File: config.mk
export PLATFORM = sky130hd
export DESIGN_NAME = var_delay_line
export DESIGN_NICKNAME = d
export VERILOG_FILES = /design/src/rtl/dly_pkg.sv /design/src/rtl/dly_stage.sv /design/src/rtl/var_delay_line.sv
export SDC_FILE = /design/constraint.sdc
export NUM_CORES = 1
export LEC_CHECK = 0
export BUFFER_PORTS_ARGS = -buffer_cell sky130_fd_sc_hd__buf_2
export CORE_MARGIN = 4
export CORE_UTILIZATION = 45
export CTS_BUF_LIST = sky130_fd_sc_hd__clkbuf_4 sky130_fd_sc_hd__clkbuf_8 sky130_fd_sc_hd__clkbuf_16
export CTS_CLUSTER_SIZE = 30
export DETAILED_ROUTE_END_ITERATION = 8
export PLACE_DENSITY = 0.66
export SLEW_MARGIN = 20
export SYNTH_ARGS = -nofsm -noshare
export SYNTH_HDL_FRONTEND = slang
export SYNTH_HIERARCHICAL = 1
export SYNTH_SLANG_ARGS = --single-unit
export TNS_END_PERCENT = 30
File: constraint.sdc
create_clock -name clk -period 4.56 [get_ports clk]
set_input_delay 0.456 -clock clk [delete_from_list [all_inputs] [get_ports clk]]
set_output_delay 0.456 -clock clk [all_outputs]
set_load 0.02 [all_outputs]
File: src/rtl/dly_pkg.sv
// Shared definitions for the variable-length delay line: controller states
// and the width helper used to size the delay/occupancy fields.
package dly_pkg;

    typedef enum logic {
        RUN   = 1'b0,
        DRAIN = 1'b1
    } dly_state_e;

    function automatic int clog2(input int value);
        int r;
        r = 0;
        while ((1 << r) < value) r = r + 1;
        return r;
    endfunction

endpackage

File: src/rtl/dly_stage.sv
// One delay-line stage: data register without reset plus a valid bit that is
// cleared asynchronously by rst and synchronously by clr.
module dly_stage
    import dly_pkg::*;
#(
    parameter int WIDTH = 32
) (
    input  logic             clk,
    input  logic             rst,
    input  logic             ld,
    input  logic             clr,
    input  logic             d_valid,
    input  logic [WIDTH-1:0] d_data,
    output logic             q_valid,
    output logic [WIDTH-1:0] q_data
);

    logic             valid_q;
    logic             valid_d;
    logic [WIDTH-1:0] data_q;
    logic [WIDTH-1:0] data_d;

    always_comb begin
        valid_d = valid_q;
        data_d  = data_q;
        if (clr) begin
            valid_d = 1'b0;
        end else if (ld) begin
            valid_d = d_valid;
            data_d  = d_data;
        end
    end

    always_ff @(posedge clk or posedge rst) begin
        if (rst) valid_q <= 1'b0;
        else     valid_q <= valid_d;
    end

    // Data content is hidden by the valid mask downstream, so no reset needed.
    always_ff @(posedge clk) begin
        data_q <= data_d;
    end

    assign q_valid = valid_q;
    assign q_data  = data_q;

endmodule

File: src/rtl/var_delay_line.sv
// Delay line with run-time selectable length. A delay change waits for the
// line to drain so that in-flight words always leave with the delay they entered with.
module var_delay_line
    import dly_pkg::*;
#(
    parameter  int WIDTH     = 32,
    parameter  int MAX_DELAY = 32,
    parameter  int DEF_DELAY = 24,
    localparam int DW        = clog2(MAX_DELAY + 1)
) (
    input  logic             clk,
    input  logic             rst,
    input  logic             en,
    input  logic             flush,
    input  logic             in_valid,
    input  logic [WIDTH-1:0] in_data,
    output logic             in_ready,
    input  logic [DW-1:0]    dly_sel,
    output logic             out_valid,
    output logic [WIDTH-1:0] out_data,
    output logic [DW-1:0]    occupancy,
    output logic [DW-1:0]    dly_cur,
    output logic             dly_err,
    output dly_state_e       state_dbg
);

    dly_state_e       state_q, state_d;
    logic [DW-1:0]    cur_q, cur_d;
    logic [DW-1:0]    occ_q, occ_d;
    logic             err_q, err_d;

    logic [MAX_DELAY-1:0] st_valid;
    logic [WIDTH-1:0]     st_data [MAX_DELAY];
    logic [MAX_DELAY-1:0] ld_valid;
    logic [WIDTH-1:0]     ld_data [MAX_DELAY];

    logic             accept;
    logic             sel_legal;
    logic             tap_valid;
    logic [WIDTH-1:0] tap_data;

    assign in_ready  = (state_q == RUN) & en;
    assign accept    = in_valid & in_ready;
    assign sel_legal = (dly_sel != '0) && (dly_sel <= DW'(MAX_DELAY));

    // Stages at or beyond the active delay are fed invalid so they stay empty.
    always_comb begin
        ld_valid    = '0;
        ld_valid[0] = accept;
        ld_data[0]  = in_data;
        for (int i = 1; i < MAX_DELAY; i++) begin
            ld_valid[i] = (DW'(i) < cur_q) & st_valid[i-1];
            ld_data[i]  = st_data[i-1];
        end
    end

    for (genvar g = 0; g < MAX_DELAY; g++) begin : g_stage
        dly_stage #(.WIDTH(WIDTH)) u_stage (
            .clk     (clk),
            .rst     (rst),
            .ld      (en),
            .clr     (flush),
            .d_valid (ld_valid[g]),
            .d_data  (ld_data[g]),
            .q_valid (st_valid[g]),
            .q_data  (st_data[g])
        );
    end

    always_comb begin
        tap_valid = 1'b0;
        tap_data  = '0;
        for (int i = 0; i < MAX_DELAY; i++) begin
            if (DW'(i) == cur_q - DW'(1)) begin
                tap_valid = st_valid[i];
                tap_data  = st_data[i];
            end
        end
    end

    assign out_valid = tap_valid;
    assign out_data  = tap_valid ? tap_data : '0;

    always_comb begin
        state_d = state_q;
        cur_d   = cur_q;
        occ_d   = occ_q;
        err_d   = err_q | ~sel_legal;
        if (flush) begin
            state_d = RUN;
            occ_d   = '0;
            if (sel_legal) cur_d = dly_sel;
        end else if (en) begin
            case ({accept, tap_valid})
                2'b10:   occ_d = occ_q + DW'(1);
                2'b01:   occ_d = occ_q - DW'(1);
                default: occ_d = occ_q;
            endcase
            case (state_q)
                RUN: begin
                    if (sel_legal && (dly_sel != cur_q)) begin
                        if (occ_q == '0) cur_d   = dly_sel;
                        else             state_d = DRAIN;
                    end
                end
                DRAIN: begin
                    if (dly_sel == cur_q) begin
                        state_d = RUN;
                    end else if (occ_q == '0) begin
                        state_d = RUN;
                        if (sel_legal) cur_d = dly_sel;
                    end
                end
                default: state_d = RUN;
            endcase
        end
    end

    always_ff @(posedge clk or posedge rst) begin
        if (rst) begin
            state_q <= RUN;
            cur_q   <= DW'(DEF_DELAY);
            occ_q   <= '0;
            err_q   <= 1'b0;
        end else begin
            state_q <= state_d;
            cur_q   <= cur_d;
            occ_q   <= occ_d;
            err_q   <= err_d;
        end
    end

    assign occupancy = occ_q;
    assign dly_cur   = cur_q;
    assign dly_err   = err_q;
    assign state_dbg = state_q;

endmodule
Yosys cells after proc, flatten, opt, wreduce, memory -nomap -nowiden
Cells that the tools add are included.
W data, S select, Z words.
{"block": "totals", "register_bits": 1070, "latch_bits": 0, "ram_bits": 0, "mem_bits_ro": 0, "input_bits": 43, "out_inout_bits": 48, "n_memories": 0}
{"block": "classes", "n_addsub": 3, "mul": 0, "div_mod_pow": 0, "n_lt_le_gt_ge": 32, "eq_ne": 39, "n_shift": 0, "mux": 146, "bitwise": 37, "n_reduce_logical": 10}
{"cell": "$mux W32", "n": 33}
{"cell": "$mux W1", "n": 101}
{"cell": "$eq A5 B6 Y1 const A", "n": 16}
{"cell": "$lt A5 B6 Y1 const A", "n": 16}
{"cell": "$mux W6", "n": 9}
{"cell": "$eq A4 B6 Y1 const A", "n": 8}
{"cell": "$lt A4 B6 Y1 const A", "n": 8}
{"cell": "$and A1 B1 Y1", "n": 33}
{"cell": "$eq A3 B6 Y1 const A", "n": 4}
{"cell": "$lt A3 B6 Y1 const A", "n": 4}
{"cell": "$pmux W6 S2", "n": 2}
{"cell": "$eq A2 B6 Y1 const A", "n": 2}
{"cell": "$logic_not A6 Y1", "n": 2}
{"cell": "$lt A2 B6 Y1 const A", "n": 2}
{"cell": "$sub A6 B1 Y6 const B", "n": 2}
{"cell": "$ne A3 B2 Y1 const B", "n": 3}
{"cell": "$add A6 B1 Y6 const B", "n": 1}
{"cell": "$eq A1 B6 Y1 const A", "n": 1}
{"cell": "$eq A6 B6 Y1", "n": 1}
{"cell": "$le A6 B6 Y1 const B", "n": 1}
{"cell": "$lt A1 B6 Y1 const A", "n": 1}
{"cell": "$ne A6 B6 Y1", "n": 1}
{"cell": "$reduce_bool A6 Y1", "n": 1}
{"cell": "$reduce_and A5 Y1", "n": 1}
{"cell": "other kinds (10)", "n": 14}

Depth between registers and ports, before layout
Gate-level depths: netlist (run 1).
{"block": "depth", "word_depth": 38, "depth_mapped": 17, "mapped_depth_nobuf": 14}

Cells and area by module
The synthesis (run 1) kept the hierarchy.
{"mod": "dly_stage", "n_inst": 32, "cells_per_inst": 37, "area_each_um2": 1009.7, "seq_area_each_um2": 985.9}
{"mod": "var_delay_line", "n_inst": 1, "cells_per_inst": 1400, "area_each_um2": 8729.6, "seq_area_each_um2": 352.8}

Worst setup path before layout (run 1)
No wires, ideal clock.
{"block": "synth_path", "path_kind": "register to output", "from": "register cur_q[5] (netlist: dly_cur[5])", "to": "output out_data[30]", "t_arrival_ns": 3.126, "path_slack_ns": 0.978, "stages_incl_launch_ff": 12, "path_cell_list": "dfrtp_1 -> buf_2 -> or4b_4 -> nor3_4 -> a22oi_1 -> a31oi_1 -> nor3_1 -> a2111oi_2 -> o221ai_1 -> a41oi_1 -> o221ai_1 -> a211oi_1"}
{"block": "synth_between", "elab_chain_len": 35}
{"element": "start, declared", "line": "var_delay_line.sv:28", "text": "logic [DW-1:0] cur_q, cur_d;"}
{"element": "start signal, assigned", "line": "var_delay_line.sv:122", "text": "cur_q <= DW'(DEF_DELAY);"}
{"element": "start signal, assigned", "line": "var_delay_line.sv:127", "text": "cur_q <= cur_d;"}
{"element": "$sub A6 B1 Y6 (*)", "line": "var_delay_line.sv:74", "text": "if (DW'(i) == cur_q - DW'(1)) begin"}
{"element": "$logic_not A6 Y1", "line": "var_delay_line.sv:74"}
{"element": "$mux W32 or $mux W1 (tied branches) (32 in a row)", "line": "var_delay_line.sv:74"}
{"element": "$mux W32 (*)", "line": "var_delay_line.sv:82", "text": "assign out_data = tap_valid ? tap_data : '0;"}
{"element": "end, declared", "line": "var_delay_line.sv:20", "text": "output logic [WIDTH-1:0] out_data,"}
Mark *: on every way between the ends. The rest lies on a longest branch, timed or not.

Worst setup path in the final report (run 1)
{"block": "layout_path", "from": "register cur_q[3] (netlist: dly_cur[3])", "to": "output out_data[16]"}
The elaborated chain is that of the path after synthesis.

==> results of run 1 <==
registers in the layout, indices dropped and copies added, names as in the netlist:
name	flops
dly_cur	6
g_stage.u_stage/q_valid	32
occupancy	6
state_dbg	1
g_stage.u_stage/q_data	1024
dly_err	1
stage by stage:
stage                     utilization  power (mW)  setup TNS, ns
after global placement          0.484        15.7              0
after CTS                       0.530        24.4        -0.0420
after detailed placement        0.484        15.7              0
final                           0.535        24.6        -0.0335
after global routing            0.535        25.5         -0.667
after floorplan                     -        13.9              0
placed cells by master, fill, tap and decap left out, drive strengths merged, types with 10 or more instances in the layout:
cell type | Yosys | final
o21ai | 91 | 91
nand4 | 46 | 46
nor2 | 175 | 175
a22oi | 297 | 297
inv | 51 | 55
nor2b | 45 | 45
a222oi | 26 | 26
nand2b | 17 | 17
dlygate4sd3 | 0 | 33
clkinv | 0 | 46
nor4 | 28 | 28
a221oi | 23 | 23
nand2 | 120 | 120
a21boi | 10 | 10
a221o | 11 | 11
nand3 | 31 | 31
clkbuf | 109 | 132
edfxtp | 1024 | 1024
a22o | 10 | 10
mux2i | 47 | 47
o22ai | 27 | 27
and2 | 15 | 15
a21oi | 120 | 120
nor3 | 34 | 34
dfrtp | 44 | 44
a211oi | 19 | 19
a41oi | 10 | 10
a31oi | 11 | 11
buf | 35 | 239
logic make-up after synthesis:
logic type / synth area share
flip-flops: 0.777
AO/OA/AOI/OAI: 0.119
AND/OR/NAND/NOR: 0.0675
buffers and inverters: 0.0189
multiplexers: 0.0134
XOR/XNOR: 0.00277
adder cells (fa/ha/maj): 0.000915
worst paths after layout:
check / end / cells after the start / slack [ns] / from
worst max-delay path: out_data[16] / 13 / -0.03 / dly_cur[3]
worst min-delay path: dly_cur[4] / 2 / 0.07 / dly_sel[4]
worst max register to register: occupancy[5] / 16 / 0.64 / dly_cur[3]
worst min register to register: g_stage[20].u_stage/q_data[6] / 0 / 0.43 / g_stage[19].u_stage/q_data[6]
max in group asynchronous: dly_cur[1] / 3 / 3.25 / rst
min in group asynchronous: g_stage[20].u_stage/q_valid / 3 / 0.43 / rst
synthesized netlist by cell type, types with 33 or more instances:
cell      instances
nor3_1           33
nor2_1          169
nor2b_1          45
a22oi_1         297
edfxtp_1       1024
mux2i_1          47
nand4_1          46
nand2_1         119
a21oi_1         119
clkbuf_1        109
dfrtp_1          44
o21ai_0          90
inv_1            50
power by group:
| group | internal [mW] | total (mW) | switching [mW] |
|---|---|---|---|
| Combinational | 1.55 | 4.59 | 3.04 |
| Clock | 4.75 | 8.49 | 3.75 |
| Sequential | 11.2 | 11.5 | 0.297 |
| Total | 17.5 | 24.6 | 7.08 |
critical path, cell delays in order (launching register included):
cell       delay, ns
dfstp_4         0.50
or4b_4          0.56
nor3_4          0.28
buf_4           0.21
clkbuf_16       0.18
a22oi_1         0.08
a41oi_1         0.29
nor3_1          0.12
o21ai_1         0.28
o211ai_1        0.27
a21oi_2         0.24
o22ai_1         0.14
a21oi_1         0.13
buf_2           0.18
timing repair:
action                                  in CTS  in global routing
pin swaps                                   30                 21
hold buffers                                33                  0
resized for setup                           57                 54
endpoints found under the setup margin      31                 33
hold endpoints to repair                    64                  0
cloned                                       3                  2
setup buffers                               11                 17
routing by layer:
layer,GRT usage,wire length (um),vias up,part of all wire
met5,0,0,-,0
met4,0.0818,3930,0,0.033
met3,0.0662,14900,245,0.12
met2,0.375,53900,1810,0.45
met1,0.342,46800,12915,0.39
li1,-,-,10851,-
final cells by class:
cell class                 instances  area (um2)
clock buffer                     130        2820
clock inverter                    59         546
fill                            7189       42000
inverter                          51         191
multi-input combinational       1319        9090
sequential                      1070       31900
tap                             1176        1470
timing repair buffer             277        2280
==> summary.md, run 1 <==
| Metric | Value |
|---|---|
| Run status | `finished with violations` |
| Failing checks | `setup timing` |
| Worst Setup End Kind | `output port` |
| First-pass GRT wire length | `173000 um` |
| Placer Congestion | `0.907` |
| Post-route insts no fill | `4082` |
| Syn avg cell area | `15.9 um2` |
| Die ar. | `96100 um2` |
| TritonCTS buffer count | `105` |
| Setup ws final | `-0.0262 ns` |
| Area post-placement | `43700 um2` |
| Hold slack | `0.0678 ns` |
| Initial antenna violation count | `1` |
| Initial Util | `0.455` |
| CTS clk-pin slew, worst paths | `0.06 ns` |
| Max clock buf depth | `3` |
| Max-slew violation count | `0` |
| DP Worst Slack | `0.170 ns` |
| H-tree Lvls | `3` |
| CTS tree | `yes` |
| Design area | `48300 um2` |
| Vias in the first global route | `25343` |
| Cell variety after synth | `78` |
| Required @ worst endpoint | `4.10 ns` |
| Die Wd | `310 um` |
| Top cell type's share of synthesized area | `0.749` |
| DP Cell Count | `3826` |
| CORE AREA | `90300 um2` |
| Hold Path Class | `in2reg` |
| Nets | `2870` |
| Minimum clock period | `4.59 ns` |
| Post-synth top flop | `edfxtp_1` |
| Antenna cells | `0` |
| Synth-to-layout area growth | `17.7%` |
| Ranking of synthesized cells by area | `edfxtp_1 75%, a22oi_1 5.4%, dfrtp_1 2.7%, nor2_1 1.5%, a21oi_1 1.5%` |
| Number of flops mapped to enable cells by yosys | `1024` |
| First-pass DRT Iterations | `6` |
| Fmax | `0.218 GHz` |
| Layout cell share with drive strength beyond 1 | `0.192` |
| Crit Path Category | `reg2out` |
| Post-DP HPWL | `76800 um` |
| Final setup viols | `2` |
| Max rail drop VDD | `336 uV` |
| DR vias/cell | `6.33` |
| Sequential fraction of the synthesis area | `0.777` |
| Via Count | `25821` |
| Warnings from Yosys | `6` |
| Number of synthesized register bits | `1070` |
| Synthesized area | `41000 um2` |
| Largest net degree at the start of global routing | `48` |
| Clk sink count | `1070` |
| Final WL | `120000 um` |
| Drt drc | `0` |
| Final period util | `1.01` |
| WL/cell | `29.3 um` |
| Final hold vios | `0` |
| Cell count after synthesis | `2584` |
| FFs w/ async S/R, synth | `0.0430` |
| Leading area contributor after synthesis | `edfxtp_1` |
| IO Pins | `91` |
| PortBufs | `90` |
| Setup Skew | `0.0401 ns` |
| PwrDens | `509 nW/um2` |
| Relative slew slack | `0.329` |
| Cell Rows | `110` |
| Root Buffer | `clkbuf_16` |
| MaxCap Viol Count | `0` |
| GRT Overall Usage | `0.245` |
| Die Y-Extent | `310 um` |
| Setup crit start kind | `register` |
| Worst-Skew Late Latency | `0.70 ns` |
| Starting DRT DRC Count | `3622` |
| Unrepaired setup endpoints after global routing | `true` |
| Mapped Nets | `2630` |
| Static leakage | `16.5 nW` |
| Least-Margin Pin Slew | `1.01 ns` |
| Arr. time, crit path | `4.13 ns` |
| Global route overflow | `0` |
| Post-route ant nets | `0` |
| Critical path peak fanout | `8` |
Power figures use the tool's default switching activity.
==> run 2, diff against run 1 <==
Settings changed: SETUP_SLACK_MARGIN set to 0.2.
==> run 2 against run 1 <==
  * The run now ends clean
  * Worst hold slack better by 0.0060 ns
  * Global-route usage up 0.15 points
  * Routed wire length up 0.44%
==> summary.md, run 2 (synthesized netlist as in run 1, its figures left out) <==
| Metric | Value |
|---|---|
| Run status | `completed` |
| Critical path peak fanout | `7` |
| Final setup viols | `0` |
| Synth-to-layout area growth | `18.6%` |
| RR Startpoint | `dly_cur[3]` |
| First-pass DRT Iterations | `6` |
| Post-route ant nets | `0` |
| WL/cell | `29.4 um` |
| Required @ worst endpoint | `4.10 ns` |
| Unrepaired setup endpoints after global routing | `true` |
| Sw Share | `0.289` |
| PortBufs | `90` |
| Cell Rows | `110` |
| Layout cell share with drive strength beyond 1 | `0.202` |
| Hold Path End | `dly_cur[4]` |
| Static leakage | `16.6 nW` |
| Largest net degree at the start of global routing | `48` |
| Crit Path Category | `reg2out` |
| Max clock buf depth | `3` |
| Relative slew slack | `0.325` |
| Most frequent cells in the layout | `1024 x edfxtp_1, 291 x a22oi_1, 150 x nor2_1, 123 x buf_4, 118 x nand2_1` |
| Hold path cells | `2` |
| R2r setup slk | `0.69 ns` |
| Die ar. | `96100 um2` |
| Setup ws final | `0.102 ns` |
| Worst r2r dst | `occupancy[5]` |
| TritonCTS buffer count | `105` |
| DR vias/cell | `6.31` |
| Post-DP HPWL | `76800 um` |
| MaxCap Viol Count | `0` |
| Max-slew violation count | `0` |
| Die Wd | `310 um` |
| Placer Congestion | `0.907` |
| P_int | `17.6 mW` |
| Via Count | `25772` |
| Initial antenna violation count | `0` |
| Setup Skew | `0.0372 ns` |
| GRT Overall Usage | `0.246` |
| Combinational power share | `0.194` |
| Fmax | `0.224 GHz` |
| Nets | `2872` |
| Hold slack | `0.0738 ns` |
| Vias in the first global route | `25491` |
| Clock power frac | `0.342` |
| Switching pwr | `7.17 mW` |
| Worst-Skew Late Latency | `0.69 ns` |
| H-tree Lvls | `3` |
| Worst Reg-to-Reg Cells | `14` |
| IO Pins | `91` |
| DP Worst Slack | `0.170 ns` |
| Starting DRT DRC Count | `3519` |
| First-pass GRT wire length | `174000 um` |
| Most common cell after layout, fill and taps aside | `edfxtp_1` |
| Hold Path Class | `in2reg` |
| Root Buffer | `clkbuf_16` |
| PwrDens | `509 nW/um2` |
| Clk sink count | `1070` |
| Area post-placement | `43700 um2` |
| Sequential share of power | `0.464` |
| Drt drc | `0` |
| Die Y-Extent | `310 um` |
| CTS tree | `yes` |
| Arr. time, crit path | `4.00 ns` |
| Max rail drop VDD | `354 uV` |
| Minimum clock period | `4.46 ns` |
| Final hold vios | `0` |
| Overall power | `24.8 mW` |
| Global route overflow | `0` |
| Antenna cells | `0` |
| CORE AREA | `90300 um2` |
| Largest register FFs | `1024` |
| Worst Setup End Kind | `output port` |
| Final WL | `120000 um` |
| CTS clk-pin slew, worst paths | `0.06 ns` |
| Final core occ | `0.539` |
| Final period util | `0.978` |
| Setup crit start kind | `register` |
| HP Start | `dly_sel[4]` |
| Least-Margin Pin Slew | `1.01 ns` |
| Initial Util | `0.455` |
| Design area | `48700 um2` |
[run 2: cell types whose count changed in the layout (fill, tap and decap cells not counted), moves of 4 or more]
cell / change
nor2_1: -6
a22oi_1: -4
buf_6: +4
a22oi_2: +4
buf_2: -7
buf_12: +6
buf_4: -6
nor3_1: -5
[run 2: per-stage QoR]
| step | TNS (ns) | instances |
|---|---|---|
| CTS | 0 | 4071 |
| floorplan | 0 | 2584 |
| finish | 0 | 4084 |
| global route | -0.0702 | 4084 |
| detailed placement | 0 | 3826 |
| global placement | 0 | 3825 |
[run 2: what timing repair did]
item,in CTS,in global routing
endpoints found under the setup margin,33,33
buffers inserted,18,11
hold endpoints to repair,64,0
gates resized for setup,82,106
pin swaps,35,38
gates cloned,5,1
hold buffers,33,0
[run 2: area by class of cell]
| type | instances | area [um2] |
|---|---|---|
| fillers | 7132 | 41600 |
| well taps | 1176 | 1470 |
| clock inverters | 59 | 546 |
| inverters | 51 | 191 |
| flip-flops and latches | 1070 | 31900 |
| multi-input cells | 1319 | 9300 |
| clock buffers | 130 | 2820 |
| repair buffers | 279 | 2450 |
[run 2: power by group through the flow]
stage / Combinational, mW / Clock [mW] / Sequential, mW
floorplan: 2.33 / 0 / 11.6
global placement: 3.99 / 0 / 11.7
detailed placement: 4.02 / 0 / 11.7
CTS: 4.41 / 8.63 / 11.5
global route: 5.09 / 9.04 / 11.5
finish: 4.80 / 8.49 / 11.5
[run 2: worst max-delay path: stages (launching register included)]
cell and delay [ns]:
dfrtp_2 0.44, or4b_4 0.60, buf_4 0.17, nor2_4 0.20, buf_12 0.18, buf_12 0.14, a22oi_1 0.07, nand4_1 0.11
o21ai_1 0.14, a41oi_2 0.37, nor4_2 0.12, nor4_2 0.30, o22ai_1 0.14, a21oi_1 0.17, buf_2 0.19
[run 2: metal layers]
metal	part of all wire	wire, um	track usage	vias to the layer above
li1	-	-	-	10850
met1	0.39	47300	0.344	12919
met2	0.45	54200	0.378	1768
met3	0.12	14600	0.0664	235
met4	0.032	3880	0.0836	0
met5	0	0	0	-
[run 2: how the worst max path moves through the flow]
stage	cells after the start	slack, ns	from	to
3_5_place_dp	13	0.17	dly_cur[0]	out_data[9]
3_3_place_gp	13	0.24	dly_cur[0]	out_data[9]
5_1_grt	13	-0.03	dly_cur[4]	out_data[1]
2_1_floorplan	11	0.98	dly_cur[5]	out_data[30]
6_report	14	0.10	dly_cur[5]	out_data[13]
4_1_cts	10	0.06	dly_cur[3]	out_data[26]
